**src/rtl/mips_ctrl_pkg.sv**
```systemverilog
// rtl/mips_ctrl_pkg.sv - shared constants for the multicycle MIPS control unit
// Holds the FSM state encodings, the opcode values and the datapath mux codes
// used by the control unit, its opcode decoder and the datapath.
package mips_ctrl_pkg;

    localparam logic [3:0] S_FETCH   = 4'd0;
    localparam logic [3:0] S_DECODE  = 4'd1;
    localparam logic [3:0] S_MEMADR  = 4'd2;
    localparam logic [3:0] S_MEMRD   = 4'd3;
    localparam logic [3:0] S_MEMWB   = 4'd4;
    localparam logic [3:0] S_MEMWR   = 4'd5;
    localparam logic [3:0] S_EXEC    = 4'd6;
    localparam logic [3:0] S_ALUWB   = 4'd7;
    localparam logic [3:0] S_BRANCH  = 4'd8;
    localparam logic [3:0] S_ADDIEX  = 4'd9;
    localparam logic [3:0] S_ADDIWB  = 4'd10;
    localparam logic [3:0] S_JUMP    = 4'd11;
    localparam logic [3:0] S_ILLEGAL = 4'd12;

    localparam logic [5:0] OP_RTYPE = 6'b000000;
    localparam logic [5:0] OP_LW    = 6'b100011;
    localparam logic [5:0] OP_SW    = 6'b101011;
    localparam logic [5:0] OP_BEQ   = 6'b000100;
    localparam logic [5:0] OP_BNE   = 6'b000101;
    localparam logic [5:0] OP_ADDI  = 6'b001000;
    localparam logic [5:0] OP_J     = 6'b000010;

    localparam logic [1:0] ALUB_REG   = 2'b00;
    localparam logic [1:0] ALUB_FOUR  = 2'b01;
    localparam logic [1:0] ALUB_IMM   = 2'b10;
    localparam logic [1:0] ALUB_IMMSH = 2'b11;

    localparam logic [1:0] ALUOP_ADD   = 2'b00;
    localparam logic [1:0] ALUOP_SUB   = 2'b01;
    localparam logic [1:0] ALUOP_FUNCT = 2'b10;

    localparam logic [1:0] PCSRC_ALU    = 2'b00;
    localparam logic [1:0] PCSRC_ALUOUT = 2'b01;
    localparam logic [1:0] PCSRC_JUMP   = 2'b10;

endpackage

```
**src/rtl/mips_multicycle_ctrl_if.sv**
```systemverilog
// rtl/mips_multicycle_ctrl_if.sv - control/datapath bundle for the multicycle MIPS core
// Inputs to control: op (IR[31:26]), zero (ALU flag), mem_ready (memory handshake).
// Outputs from control: PC/IR/regfile enables, memory requests and datapath mux selects.
// master = control unit, slave = datapath.
interface mips_ctrl_if;
    logic [5:0] op;
    logic       zero;
    logic       mem_ready;
    logic       pc_en;
    logic       iord;
    logic       mem_read;
    logic       mem_write;
    logic       ir_write;
    logic       reg_write;
    logic       reg_dst;
    logic       mem_to_reg;
    logic       alu_src_a;
    logic [1:0] alu_src_b;
    logic [1:0] alu_op;
    logic [1:0] pc_src;
    logic       illegal_op;

    modport master (
        input  op, zero, mem_ready,
        output pc_en, iord, mem_read, mem_write, ir_write, reg_write, reg_dst,
               mem_to_reg, alu_src_a, alu_src_b, alu_op, pc_src, illegal_op
    );

    modport slave (
        output op, zero, mem_ready,
        input  pc_en, iord, mem_read, mem_write, ir_write, reg_write, reg_dst,
               mem_to_reg, alu_src_a, alu_src_b, alu_op, pc_src, illegal_op
    );
endinterface

```
**src/rtl/mips_op_decode.sv**
```systemverilog
// rtl/mips_op_decode.sv - opcode decoder for the multicycle MIPS control FSM
// Ports: op (IR[31:26]) in; decode_next (state after DECODE), is_beq, is_bne out.
module mips_op_decode
    import mips_ctrl_pkg::*;
(
    input  logic [5:0] op,
    output logic [3:0] decode_next,
    output logic       is_beq,
    output logic       is_bne
);

    always_comb begin
        decode_next = S_ILLEGAL;
        case (op)
            OP_RTYPE:      decode_next = S_EXEC;
            OP_LW, OP_SW:  decode_next = S_MEMADR;
            OP_BEQ, OP_BNE: decode_next = S_BRANCH;
            OP_ADDI:       decode_next = S_ADDIEX;
            OP_J:          decode_next = S_JUMP;
            default:       decode_next = S_ILLEGAL;
        endcase
    end

    assign is_beq = (op == OP_BEQ);
    assign is_bne = (op == OP_BNE);

endmodule

```
**src/rtl/mips_multicycle_ctrl.sv**
```systemverilog
// rtl/mips_multicycle_ctrl.sv - Moore FSM control unit for the multicycle MIPS core
// Ports: CLK, reset (sync, active-high), bus (mips_ctrl_if.master: op/zero/mem_ready
// in, datapath enables and selects out), state (current FSM encoding, debug).
module mips_multicycle_ctrl
    import mips_ctrl_pkg::*;
#(
    parameter int STATE_W = 4
) (
    input  logic               CLK,
    input  logic               reset,
    mips_ctrl_if.master        bus,
    output logic [STATE_W-1:0] state
);

    logic [3:0] state_q;
    logic [3:0] state_d;

    logic [3:0] decode_next;
    logic       is_beq;
    logic       is_bne;

    logic       pc_write;
    logic       branch_act;
    logic       iord_c;
    logic       mem_read_c;
    logic       mem_write_c;
    logic       ir_write_c;
    logic       reg_write_c;
    logic       reg_dst_c;
    logic       mem_to_reg_c;
    logic       alu_src_a_c;
    logic [1:0] alu_src_b_c;
    logic [1:0] alu_op_c;
    logic [1:0] pc_src_c;
    logic       illegal_c;
    logic       pc_en_c;

    mips_op_decode u_op_decode (
        .op          (bus.op),
        .decode_next (decode_next),
        .is_beq      (is_beq),
        .is_bne      (is_bne)
    );

    always_comb begin
        state_d      = S_FETCH;
        pc_write     = 1'b0;
        branch_act   = 1'b0;
        iord_c       = 1'b0;
        mem_read_c   = 1'b0;
        mem_write_c  = 1'b0;
        ir_write_c   = 1'b0;
        reg_write_c  = 1'b0;
        reg_dst_c    = 1'b0;
        mem_to_reg_c = 1'b0;
        alu_src_a_c  = 1'b0;
        alu_src_b_c  = ALUB_REG;
        alu_op_c     = ALUOP_ADD;
        pc_src_c     = PCSRC_ALU;
        illegal_c    = 1'b0;

        case (state_q)
            S_FETCH: begin
                mem_read_c  = 1'b1;
                alu_src_b_c = ALUB_FOUR;
                // IR load and PC+4 are tied to the ready cycle so a stalled
                // fetch never double-increments the PC.
                ir_write_c  = bus.mem_ready;
                pc_write    = bus.mem_ready;
                state_d     = bus.mem_ready ? S_DECODE : S_FETCH;
            end
            S_DECODE: begin
                alu_src_b_c = ALUB_IMMSH;
                state_d     = decode_next;
            end
            S_MEMADR: begin
                alu_src_a_c = 1'b1;
                alu_src_b_c = ALUB_IMM;
                if (bus.op == OP_LW) begin
                    state_d = S_MEMRD;
                end else if (bus.op == OP_SW) begin
                    state_d = S_MEMWR;
                end else begin
                    state_d = S_FETCH;
                end
            end
            S_MEMRD: begin
                mem_read_c = 1'b1;
                iord_c     = 1'b1;
                state_d    = bus.mem_ready ? S_MEMWB : S_MEMRD;
            end
            S_MEMWB: begin
                reg_write_c  = 1'b1;
                mem_to_reg_c = 1'b1;
            end
            S_MEMWR: begin
                // Held steady through the wait; memory commits on the ready cycle.
                mem_write_c = 1'b1;
                iord_c      = 1'b1;
                state_d     = bus.mem_ready ? S_FETCH : S_MEMWR;
            end
            S_EXEC: begin
                alu_src_a_c = 1'b1;
                alu_src_b_c = ALUB_REG;
                alu_op_c    = ALUOP_FUNCT;
                state_d     = S_ALUWB;
            end
            S_ALUWB: begin
                reg_write_c = 1'b1;
                reg_dst_c   = 1'b1;
            end
            S_BRANCH: begin
                alu_src_a_c = 1'b1;
                alu_op_c    = ALUOP_SUB;
                pc_src_c    = PCSRC_ALUOUT;
                branch_act  = 1'b1;
            end
            S_ADDIEX: begin
                alu_src_a_c = 1'b1;
                alu_src_b_c = ALUB_IMM;
                state_d     = S_ADDIWB;
            end
            S_ADDIWB: begin
                reg_write_c = 1'b1;
            end
            S_JUMP: begin
                pc_write = 1'b1;
                pc_src_c = PCSRC_JUMP;
            end
            S_ILLEGAL: begin
                illegal_c = 1'b1;
            end
            default: begin
                state_d = S_FETCH;
            end
        endcase

        pc_en_c = pc_write
                | (branch_act & is_beq & bus.zero)
                | (branch_act & is_bne & ~bus.zero);
    end

    always_ff @(posedge CLK) begin
        if (reset) begin
            state_q <= S_FETCH;
        end else begin
            state_q <= state_d;
        end
    end

    // Reset masks every output so no memory request or PC load leaks out
    // while the FSM is being forced back to FETCH.
    assign bus.pc_en      = ~reset & pc_en_c;
    assign bus.iord       = ~reset & iord_c;
    assign bus.mem_read   = ~reset & mem_read_c;
    assign bus.mem_write  = ~reset & mem_write_c;
    assign bus.ir_write   = ~reset & ir_write_c;
    assign bus.reg_write  = ~reset & reg_write_c;
    assign bus.reg_dst    = ~reset & reg_dst_c;
    assign bus.mem_to_reg = ~reset & mem_to_reg_c;
    assign bus.alu_src_a  = ~reset & alu_src_a_c;
    assign bus.alu_src_b  = reset ? 2'b00 : alu_src_b_c;
    assign bus.alu_op     = reset ? 2'b00 : alu_op_c;
    assign bus.pc_src     = reset ? 2'b00 : pc_src_c;
    assign bus.illegal_op = ~reset & illegal_c;
    assign state          = reset ? '0 : STATE_W'(state_q);

endmodule

```
**src/flat_wrapper.sv**
```systemverilog
// flat-port wrapper written by rule: the top's interface ports become plain ports
module mips_multicycle_ctrl_flat import mips_ctrl_pkg::*;
#(
    parameter int STATE_W = 4
)
  (CLK, reset, state, bus_op, bus_zero, bus_mem_ready, bus_pc_en, bus_iord, bus_mem_read, bus_mem_write, bus_ir_write, bus_reg_write, bus_reg_dst, bus_mem_to_reg, bus_alu_src_a, bus_alu_src_b, bus_alu_op, bus_pc_src, bus_illegal_op);
  mips_ctrl_if bus_i ();
  input  logic CLK;
  input  logic reset;
  output logic [STATE_W-1:0] state;
  input wire logic [$bits(bus_i.op)-1:0] bus_op;
  input wire logic [$bits(bus_i.zero)-1:0] bus_zero;
  input wire logic [$bits(bus_i.mem_ready)-1:0] bus_mem_ready;
  output wire logic [$bits(bus_i.pc_en)-1:0] bus_pc_en;
  output wire logic [$bits(bus_i.iord)-1:0] bus_iord;
  output wire logic [$bits(bus_i.mem_read)-1:0] bus_mem_read;
  output wire logic [$bits(bus_i.mem_write)-1:0] bus_mem_write;
  output wire logic [$bits(bus_i.ir_write)-1:0] bus_ir_write;
  output wire logic [$bits(bus_i.reg_write)-1:0] bus_reg_write;
  output wire logic [$bits(bus_i.reg_dst)-1:0] bus_reg_dst;
  output wire logic [$bits(bus_i.mem_to_reg)-1:0] bus_mem_to_reg;
  output wire logic [$bits(bus_i.alu_src_a)-1:0] bus_alu_src_a;
  output wire logic [$bits(bus_i.alu_src_b)-1:0] bus_alu_src_b;
  output wire logic [$bits(bus_i.alu_op)-1:0] bus_alu_op;
  output wire logic [$bits(bus_i.pc_src)-1:0] bus_pc_src;
  output wire logic [$bits(bus_i.illegal_op)-1:0] bus_illegal_op;
  assign bus_i.op = bus_op;
  assign bus_i.zero = bus_zero;
  assign bus_i.mem_ready = bus_mem_ready;
  assign bus_pc_en = bus_i.pc_en;
  assign bus_iord = bus_i.iord;
  assign bus_mem_read = bus_i.mem_read;
  assign bus_mem_write = bus_i.mem_write;
  assign bus_ir_write = bus_i.ir_write;
  assign bus_reg_write = bus_i.reg_write;
  assign bus_reg_dst = bus_i.reg_dst;
  assign bus_mem_to_reg = bus_i.mem_to_reg;
  assign bus_alu_src_a = bus_i.alu_src_a;
  assign bus_alu_src_b = bus_i.alu_src_b;
  assign bus_alu_op = bus_i.alu_op;
  assign bus_pc_src = bus_i.pc_src;
  assign bus_illegal_op = bus_i.illegal_op;
  mips_multicycle_ctrl #(.STATE_W(STATE_W)) u_core (.CLK(CLK), .reset(reset), .bus(bus_i), .state(state));
endmodule
```
**config.mk**
```make
export PLATFORM = sky130hd
export DESIGN_NAME = mips_multicycle_ctrl_flat
export DESIGN_NICKNAME = d
export VERILOG_FILES = /design/src/rtl/mips_ctrl_pkg.sv /design/src/rtl/mips_multicycle_ctrl_if.sv /design/src/rtl/mips_op_decode.sv /design/src/rtl/mips_multicycle_ctrl.sv /design/src/flat_wrapper.sv
export SDC_FILE = /design/constraint.sdc
export NUM_CORES = 1
export LEC_CHECK = 0
export BUFFER_PORTS_ARGS = -buffer_cell sky130_fd_sc_hd__buf_2
export CAP_MARGIN = 25
export CORE_ASPECT_RATIO = 1.1
export CORE_MARGIN = 2
export CORE_UTILIZATION = 45
export CTS_CLUSTER_SIZE = 28
export DETAILED_ROUTE_END_ITERATION = 10
export PLACE_DENSITY = 0.87
export SYNTH_ARGS = -nofsm -noshare
export SYNTH_HDL_FRONTEND = slang
export SYNTH_SLANG_ARGS = --single-unit
```
**constraint.sdc**
```tcl
create_clock -name CLK -period 1.5 [get_ports CLK]
set_input_delay 0.075 -clock CLK [delete_from_list [all_inputs] [get_ports CLK]]
set_output_delay 0.075 -clock CLK [all_outputs]
set_load 0.05 [all_outputs]
```
==> results.md, run 1 <==
- Period Utilization, post-route: 107.5%
- Cell family with most CP delay: simple AND/OR/NAND/NOR gates
- Fmax: 620.2 MHz
- Detailed Routing Iterations Pass 1: 4
- Synthesized cell area: 648.1 um2
- Unrepaired setup endpoints after global routing: yes
- Most frequent cell after synthesis: nor2_1
- Dominant cell type by area after synthesis: dfxtp_1
- Number of I/O port buffers: 29
- Num CTS Buffers: 3
- Clock Skew: 0.01623 ns
- Fin util: 85.90%
- Via/cell ratio: 6.336
- CP endpoint kind: output port
- Width of the die: 40.19 um
- Biggest regs: u_core.state_q (4)
- Worst Max-Slew Pin Slew: 0.3117 ns
- Crit path depth: 5
- Setup slack, reg-to-reg: 0.03 ns
- Reg with most FFs: u_core.state_q
- Hold Slack: 0.2092 ns
- CP required: 1.42 ns
- CTS sink count: 4
- Post-synth cell types: 40
- CP Cell Sequence: nor3_2 -> nor2b_4 -> nand4_1 -> o32ai_2 -> buf_6
- Worst setup path endpoint: bus_pc_en
- Violated checks: setup timing
- CP max FO: 4
- Syn Area/Cell: 6.822 um2
- Vias in the first global route: 824
- Worst-case reg-to-reg path depth: 6
- CP bufs+invs: 1
- Finish-stage setup viols: 4
- Critical R2R Capture: u_core.state_q[1]
- GRT Overall Usage: 29.87%
- Min Tclk post-route: 1.613 ns
- Relative slew slack: 79.07%
- Pwr per Cell Area: 1460 nW/um2
- I/O Pins: 30
- Initial antenna violation count: 0
- Pleak: 0.4875 nW
- H-tree depth: 1
- Max incr delay on CP: 0.36 ns
- Final worst setup slack: -0.1125 ns
- Pins Over Slew Limit: 0
- HP Class: primary input to flop
- Post-synth EDFFs: 0
- R2r startpoint: u_core.state_q[1]
- Via count: 963
- Layout cell share with drive strength beyond 1: 63.97%
- Clk Tree Root Cell: clkbuf_4
- Post-synth top area share: 12.36%
- Wirelength per Cell: 17.45 um
- Final nets: 148
- FF+latch count, synth: 4
- Cell Rows: 14
- Gpl congestion: 0.9396
- Clock transition at path regs: 0.05 ns
- First-pass GRT wire length: 3567 um
- Layout fillers: 69
- Max-cap viol count: 0
- Post-synth top cells: nor2_1, nor2b_1, nor3_1, buf_2, nand2b_1
- Synthesized instance count: 95
- Hold Buf Count CTS: 0
- Status: complete, but fails checks
- Drc violations: 0
- GRT Residual Overflow: 0
- Initial DRC Count: 25
- Synthesis-to-finish area growth: 81.08%
- Worst-case clock buffer depth: 2
- Post-DP HPWL: 1542 um
- CP startpoint kind: flop
- Largest cells by area after synthesis: dfxtp_1, nor2b_1, nor2_1, nor3_1, nand2b_1
- Largest net degree at the start of global routing: 16
- Die Span Y: 43.80 um
- CP Data Arrival Time: 1.54 ns
- Antenna Cells: 0
- Post-synthesis sequential area ratio: 12.36%
- Final WL: 2653 um
- Die ar.: 1760 um2
- Maximum vdd drop: 1.143 mV
- Net Count, Synth: 105
- Worst Setup SP: u_core.state_q[1]
- CTS tree: built
- Number of flip-flops under the largest register name: 4
- Worst setup path class: flop to output port
- Ys Warns: 0
- Core box area: 1366 um2
- Ys flop type: dfxtp_1
- Crit-path slowest cell: dfxtp_4
- Clk_lat worst skew: 0.26 ns
- Post-route ant nets: 0
- Fraction of registers with async set/reset: 0%
- Final hold vios: 0
- Initial core utilization: 47.44%
[metal layers]
metal	wire length, um	GRT usage [%]	vias up	part of all wire [%]
li1	-	-	439	-
met1	992	32.70	467	37
met2	1441	51.61	50	54
met3	150	4.103	7	5.7
met4	68	18.00	0	2.6
met5	0	0	-	0
[area by class of cell]
type | instances | area [um2] | share of cell area (%)
Sequential cell | 4 | 90.09 | 7.676
Inverter | 3 | 11.26 | 0.9595
Timing Repair Buffer | 47 | 349.1 | 29.74
Tap cell | 16 | 20.02 | 1.706
Clock buffer | 3 | 22.52 | 1.919
Multi-Input combinational cell | 79 | 680.7 | 58.00
[power breakdown]
group	total, mW	internal, mW	switching (mW)
logic	1.37	0.538	0.828
registers	0.200	0.145	0.0550
clock network	0.147	0.0903	0.0569
[worst register-to-register path, stage by stage (launching register included)]
cell     delay [ns]
dfxtp_4        0.38
buf_8          0.12
buf_6          0.11
buf_4          0.11
mux2_2         0.31
a32oi_1        0.19
a31oi_1        0.12
[how the worst min path moves through the flow]
| stage | startpoint | to | slack [ns] | cells past startpoint |
|---|---|---|---|---|
| finish | bus_op[3] | u_core.state_q[2] | 0.21 | 3 |
| global route | bus_op[3] | u_core.state_q[2] | 0.22 | 3 |
| CTS | bus_op[3] | u_core.state_q[2] | 0.21 | 3 |
| detailed placement | bus_op[3] | u_core.state_q[2] | 0.47 | 3 |
| global placement | bus_op[3] | u_core.state_q[2] | 0.45 | 3 |
| floorplan | reset | state[3] | 0.25 | 1 |
[kinds of logic after synthesis]
| logic type | synth area share (%) |
|---|---|
| flops | 12.36 |
| simple gates | 48.07 |
| xor+xnor | 4.055 |
| mux | 3.475 |
| buf+inv | 9.072 |
| compound gates | 22.97 |
[per-stage QoR]
step | setup slack, ns | power (mW) | TNS, ns | cells | cell area [um2]
floorplan | -0.3034 | 0.9833 | -1.134 | 95 | 735.7
global placement | 0.09984 | 1.262 | 0 | 145 | 958.4
detailed placement | 0.03881 | 1.287 | 0 | 145 | 958.4
CTS | -0.1166 | 1.518 | -0.2754 | 151 | 1076
global route | -0.1603 | 1.799 | -0.4353 | 152 | 1174
finish | -0.1125 | 1.713 | -0.2301 | 152 | 1174
[cell usage in the layout, fill, tap and decap left out, types with 3 or more instances in the layout]
cell | netlist | final
a21oi_1 | 3 | 3
nor3_4 | 0 | 3
buf_4 | 0 | 19
nor3_2 | 0 | 4
buf_6 | 1 | 7
nand2b_4 | 0 | 3
a31oi_1 | 4 | 3
clkbuf_4 | 0 | 4
nor2b_1 | 7 | 3
nor2_2 | 0 | 4
nor2b_2 | 0 | 3
nor2_1 | 11 | 5
nand2_1 | 3 | 3
buf_2 | 5 | 18
[repair_timing]
item,CTS,global route
pin swaps,3,3
endpoints found under the setup margin,8,12
gates resized for setup,22,26
buffers inserted,3,1
(Power assumes the default switching activity.)
==> run 2, diff against run 1 <==
--- a/config.mk
+++ b/config.mk
@@ -5,14 +5,14 @@
 export SDC_FILE = /design/constraint.sdc
 export NUM_CORES = 1
 export LEC_CHECK = 0
+export ABC_AREA = 1
 export BUFFER_PORTS_ARGS = -buffer_cell sky130_fd_sc_hd__buf_2
 export CAP_MARGIN = 25
-export CORE_ASPECT_RATIO = 1.1
-export CORE_MARGIN = 2
-export CORE_UTILIZATION = 45
+export CORE_AREA = 2 2 39 41
 export CTS_CLUSTER_SIZE = 28
 export DETAILED_ROUTE_END_ITERATION = 10
-export PLACE_DENSITY = 0.87
+export DIE_AREA = 0 0 41 43
+export PLACE_DENSITY = 0.84
 export SYNTH_ARGS = -nofsm -noshare
 export SYNTH_HDL_FRONTEND = slang
 export SYNTH_SLANG_ARGS = --single-unit
==> run 2 against run 1 <==
The flow now finishes without violations. Worst setup slack better by 0.16 ns. Hold slack got worse by 0.0062 ns. Cell area is 27% lower. Total power down 71%. Global-route usage decreased by 9.7 points. Clock skew shrank 0.014 ns. Die area up 0.16%. Maximum frequency is 11% higher. Flip-flop and latch count stayed put. Synthesized cell count increased by 13%. Via count shrank 22%. Register-to-register slack better by 0.28 ns. Critical path type unchanged.
==> results.md, run 2 <==
- Clk Tree Root Cell: clkbuf_4
- Dpl cell area: 757.0 um2
- Post-DP HPWL: 1254 um
- Total setup buffers inserted after CTS: 0
- FF+latch count, synth: 4
- Num CTS Buffers: 3
- Commonest non-fill, non-tap cells in the layout: nor2_1, buf_2, nand2_1, nand3_1, inv_1
- Die Span Y: 43 um
- Largest cells by area after synthesis: nor2_1, dfxtp_1, nand2_1, nand3_1, nor2_2
- Setup total negative slack: 0 ns
- Pwr per Cell Area: 586.8 nW/um2
- GRT Overall Usage: 20.18%
- Gpl congestion: 0.8304
- Final WL: 1554 um
- Post-route ant nets: 0
- CP bufs+invs: 2
- HP Class: primary input to flop
- Via count: 748
- Ys Warns: 0
- I/O Pins: 30
- Drc violations: 0
- Syn Area/Cell: 5.005 um2
- Synthesis-to-finish area growth: 59.11%
- Max incr delay on CP: 0.34 ns
- Die ar.: 1763 um2
- Min Tclk post-route: 1.453 ns
- Layout fillers: 135
- Vias in the first global route: 660
- Register area: 90.09 um2
- Synthesized instance count: 107
- Seq pwr share: 24.7%
- Fraction of registers with async set/reset: 0%
- Post-synth EDFFs: 0
- Post-synth top cells: nor2_1, nand2_1, nand3_1, inv_1, inv_2
- Hold Slack: 0.2030 ns
- Post-synth cell types: 18
- Area of the multi-input gates: 469.2 um2
- Maximum vdd drop: 0.2488 mV
- Crit-path slowest cell: dfxtp_2
- Clk_lat worst skew: 0.24 ns
- Initial DRC Count: 31
- Cell Rows: 14
- CP Data Arrival Time: 1.38 ns
- Total power draw: 500.0 uW
- Pleak: 0.4256 nW
- Antenna Cells: 0
- Worst-case clock buffer depth: 2
- Status: completed
- Net Count, Synth: 117
- Post-synthesis sequential area ratio: 14.95%
- Sw power: 227.9 uW
- Biggest regs: u_core.state_q (4)
- CP required: 1.42 ns
- Clock Skew: 0.002382 ns
- Fmax: 688.4 MHz
- Unrepaired setup endpoints after global routing: yes
- Layout cell share with drive strength beyond 1: 52.17%
- H-tree depth: 1
- Number of flip-flops under the largest register name: 4
- Synthesized cell area: 535.5 um2
- Relative slew slack: 79.13%
- Number of I/O port buffers: 29
- Core box area: 1384 um2
- CTS sink count: 4
- Clock transition at path regs: 0.04 ns
- Worst Max-Slew Pin Slew: 0.3130 ns
- Finish-stage setup viols: 0
- Worst setup path class: flop to output port
- Internal power consumption: 272.1 uW
- CP Cell Sequence: inv_2 -> nand2_1 -> nor2_2 -> nor2_2 -> a31oi_2 -> buf_6
- Detailed Routing Iterations Pass 1: 4
- CP endpoint kind: output port
- Clock network power share: 27.0%
- Final Cell Area: 852.1 um2
- Reg with most FFs: u_core.state_q
- Cell family with most CP delay: simple AND/OR/NAND/NOR gates
- Initial antenna violation count: 0
- First-pass GRT wire length: 2518 um
- CP startpoint kind: flop
- Width of the die: 41 um
- Final hold vios: 0
- CP max FO: 4
- Initial core utilization: 38.70%
- Wirelength per Cell: 10.09 um
- Commonest non-fill, non-tap cell in the layout: nor2_1
- Largest net degree at the start of global routing: 15
- Dominant cell type by area after synthesis: nor2_1
- Post-synth top area share: 23.83%
- Final worst setup slack: 0.04741 ns
- Period Utilization, post-route: 96.84%
- Comb power frac: 48.3%
- Ys flop type: dfxtp_1
- Final nets: 150
- Hold Buf Count CTS: 0
- Via/cell ratio: 4.857
- Pins Over Slew Limit: 0
- GRT Residual Overflow: 0
- Max-cap viol count: 0
- Sw Share: 45.59%
- Most used cell, CP: nor2_2
- CTS tree: built
- Worst Setup Slack post-DPL: 0.1363 ns
- Most frequent cell after synthesis: nor2_1
==> run 2: power by group through the flow <==
| stage | clock (mW) | combinational (mW) | sequential, mW |
|---|---|---|---|
| final | 0.135 | 0.242 | 0.124 |
| after CTS | 0.138 | 0.230 | 0.122 |
| after global placement | 0 | 0.219 | 0.122 |
| after detailed placement | 0 | 0.222 | 0.122 |
| after floorplan | 0 | 0.170 | 0.121 |
| after global routing | 0.151 | 0.260 | 0.125 |
==> run 2: worst paths after layout <==
| path | start | end | slack, ns | cells past startpoint |
|---|---|---|---|---|
| worst min-delay path | reset | u_core.state_q[0] | 0.20 | 2 |
| worst max-delay path | u_core.state_q[0] | bus_alu_src_a | 0.05 | 6 |
| worst min register to register | u_core.state_q[0] | u_core.state_q[3] | 0.68 | 4 |
| worst max register to register | u_core.state_q[2] | u_core.state_q[1] | 0.31 | 8 |
==> run 2: layer usage <==
metal / wire length, um / up-vias / global-route usage [%]
li1: - / 395 / -
met1: 621 / 320 / 22.51
met2: 807 / 31 / 35.94
met3: 104 / 2 / 3.141
met4: 19 / 0 / 6.667
met5: 0 / - / 0
==> run 2: layout make-up <==
type / instances / area share, %
multi-input cells: 83 / 55.07
repair buffers: 30 / 21.15
flip-flops and latches: 4 / 10.57
inverters: 18 / 8.223
clock buffers: 3 / 2.643
well taps: 16 / 2.349
==> run 2: logic make-up after synthesis <==
group	share of synthesized area, %
DFF	14.95
and+or+nand+nor	57.71
AOI/OAI and AO/OA	11.21
xor gates and xnor gates	1.636
buffers and inverters	14.49
==> run 2: repair_timing <==
item	4_1_cts	5_1_grt
cloned	0	0
gates resized for setup	9	20
endpoints found under the setup margin	4	10
==> run 2: metrics by stage <==
stage | util [%] | instances
6_report | 61.57 | 154
5_1_grt | 61.57 | 154
4_1_cts | 58.05 | 154
3_5_place_dp | 54.70 | 151
3_3_place_gp | 54.70 | 151
2_1_floorplan | - | 107
==> run 3, diff against run 2 <==
--- a/config.mk
+++ b/config.mk
@@ -8,11 +8,13 @@
 export ABC_AREA = 1
 export BUFFER_PORTS_ARGS = -buffer_cell sky130_fd_sc_hd__buf_2
 export CAP_MARGIN = 25
-export CORE_AREA = 2 2 39 41
+export CORE_MARGIN = 2
+export CORE_UTILIZATION = 44
 export CTS_CLUSTER_SIZE = 28
 export DETAILED_ROUTE_END_ITERATION = 10
-export DIE_AREA = 0 0 41 43
-export PLACE_DENSITY = 0.84
+export MAX_ROUTING_LAYER = met4
+export PLACE_DENSITY = 0.87
 export SYNTH_ARGS = -nofsm -noshare
 export SYNTH_HDL_FRONTEND = slang
+export SYNTH_HIERARCHICAL = 1
 export SYNTH_SLANG_ARGS = --single-unit
==> run 3 against run 2 <==
Critical path depth unchanged. Non-clock buffer count increased by 1. Clock skew increased by 0.0035 ns. First-iteration DRC count unchanged. Register-to-register slack improved by 0.04 ns. Cell count increased by 12%. Flip-flop and latch count unchanged. Hold slack improved by 0.014 ns. Worst setup slack got worse by 0.013 ns. Sequential share of layout area decreased by 1.7 points. Critical path type unchanged. Global-route usage increased by 4.7 points. Routed wire length increased by 26%.
==> results.md, run 3 <==
- Clk Tree Root Cell: clkbuf_4
- Fraction of registers with async set/reset: 0%
- CP Data Arrival Time: 1.39 ns
- CP Cell Sequence: inv_4 -> nand2_1 -> nor2_2 -> nor2_2 -> a31oi_2 -> buf_6
- Seq pwr share: 23.7%
- Post-synth top area share: 25.66%
- Most frequent cell after synthesis: nor2_1
- Ys Warns: 6
- Setup slack, reg-to-reg: 0.35 ns
- GRT Residual Overflow: 0
- Sw Share: 46.97%
- CP startpoint kind: flop
- Post-synth cell types: 21
- Number of I/O port buffers: 29
- Unrepaired setup endpoints after global routing: yes
- Final worst setup slack: 0.03460 ns
- Synthesized cell area: 614.3 um2
- Final WL: 1964 um
- Synthesized instance count: 126
- Wirelength per Cell: 11.35 um
- Min Tclk post-route: 1.465 ns
- Post-synthesis sequential area ratio: 13.03%
- Setup total negative slack: 0 ns
- Worst setup path class: flop to output port
- Vias in the first global route: 707
- Most used cell, CP: nor2_2
- Via/cell ratio: 5.168
- Maximum vdd drop: 0.5438 mV
- Crit-path slowest cell: dfxtp_2
- GRT Overall Usage: 24.86%
- Period Utilization, post-route: 97.69%
- Clock transition at path regs: 0.04 ns
- Final nets: 170
- Hold Buf Count CTS: 0
- CTS sink count: 4
- Commonest non-fill, non-tap cells in the layout: nor2_1, buf_2, nand2_1, inv_1, nand3_1
- Clk_lat worst skew: 0.24 ns
- Max-cap viol count: 0
- H-tree depth: 1
- CP bufs+invs: 2
- Worst Max-Slew Pin Slew: 0.2531 ns
- Cell family with most CP delay: simple AND/OR/NAND/NOR gates
- Core box area: 1301 um2
- Worst Setup Slack post-DPL: 0.08170 ns
- Max incr delay on CP: 0.34 ns
- Post-route ant nets: 0
- Width of the die: 41.37 um
- Via count: 894
- CP max FO: 6
- Clock Skew: 0.005876 ns
- Finish-stage setup viols: 0
- Cell Rows: 13
- Die Span Y: 41.37 um
- CP required: 1.42 ns
- Commonest non-fill, non-tap cell in the layout: nor2_1
- Reg with most FFs: u_core/state_q
- Number of flip-flops under the largest register name: 4
- Clock network power share: 25.2%
- Status: completed
- Ys flop type: dfxtp_1
- Largest cells by area after synthesis: nor2_1, nand2_1, dfxtp_1, nand3_1, inv_1
- CP endpoint kind: output port
- Largest net degree at the start of global routing: 12
- Comb power frac: 51.1%
- CTS tree: built
- Pins Over Slew Limit: 0
- Net Count, Synth: 136
- Die ar.: 1711 um2
- Num CTS Buffers: 3
- HP Class: primary input to flop
- Dominant cell type by area after synthesis: nor2_1
- Antenna Cells: 0
- Initial DRC Count: 31
- Internal power consumption: 281.0 uW
- Drc violations: 0
- Post-synth top cells: nor2_1, nand2_1, inv_1, nand3_1
- Relative slew slack: 83.24%
- Layout fillers: 112
- Worst-case clock buffer depth: 2
- Detailed Routing Iterations Pass 1: 4
- FF+latch count, synth: 4
- Pleak: 0.5134 nW
- Initial core utilization: 47.21%
- Syn Area/Cell: 4.876 um2
- Post-DP HPWL: 1499 um
- I/O Pins: 30
- Fmax: 682.4 MHz
- Biggest regs: u_core/state_q (4)
- First-pass GRT wire length: 2787 um
- Post-synth EDFFs: 0
- Initial antenna violation count: 0
- Gpl congestion: 0.8948
- Sw power: 248.9 uW
- Synthesis-to-finish area growth: 56.42%
- Final hold vios: 0
- Layout cell share with drive strength beyond 1: 45.57%
- Pwr per Cell Area: 551.5 nW/um2
-- run 3: layout make-up --
type	instances	area [um2]	share of cell area (%)
multi-input cells	102	579.3	60.29
flip-flops and latches	4	85.08	8.854
clock buffers	3	22.52	2.344
inverters	18	70.07	7.292
well taps	15	18.77	1.953
repair buffers	31	185.2	19.27
-- run 3: worst paths after layout --
check,from,to,depth (start not counted)
worst min-delay path,bus_mem_ready,u_core/state_q[0],4
worst max-delay path,u_core/state_q[2],bus_alu_src_a,6
worst min register to register,u_core/state_q[2],u_core/state_q[0],5
worst max register to register,u_core/state_q[1],u_core/state_q[1],7
-- run 3: tightest hold or removal path, delay by kind of cell --
family / cells / cell delay, ns
AO/OA/AOI/OAI: 1 / 0.07
AND/OR/NAND/NOR: 2 / 0.13
buffers and inverters: 1 / 0.12
-- run 3: timing repair --
action / in CTS / in global routing
endpoints found under the setup margin: 6 / 12
gates resized for setup: 9 / 24
buffers inserted: 0 / 0
cloned: 0 / 0
-- run 3: logic make-up (layout without fill, tap and decap cells) --
family / Yosys count / count (layout) / synth area share [%]
compound gates: 10 / 10 / 9.778
buf+inv: 20 / 52 / 12.42
flops: 4 / 4 / 13.04
mux: 1 / 1 / 1.833
simple gates: 91 / 91 / 62.93
-- run 3: per-stage QoR --
step	power [mW]	util, %	hold slack [ns]	cell area (um2)	instances
after global routing	0.5699	73.85	0.2490	960.9	173
after CTS	0.5132	69.42	0.2094	903.4	173
after floorplan	0.3047	-	0.2976	686.9	126
after global placement	0.3641	65.87	0.4579	857.1	170
after detailed placement	0.3687	65.87	0.4494	857.1	170
final	0.5299	73.85	0.2169	960.9	173
-- run 3: power groups by stage --
stage	combinational (mW)	clock [mW]	sequential [mW]
after floorplan	0.185	0	0.120
after global placement	0.243	0	0.121
after detailed placement	0.247	0	0.122
after CTS	0.255	0.138	0.121
after global routing	0.293	0.151	0.126
final	0.271	0.134	0.126
-- run 3: per-layer routing --
metal / global-route usage [%] / up-vias / share of wire [%]
li1: - / 462 / -
met1: 29.39 / 389 / 43
met2: 42.19 / 39 / 49
met3: 4.787 / 4 / 6.5
met4: 8.065 / 0 / 1.5
met5: - / - / 0
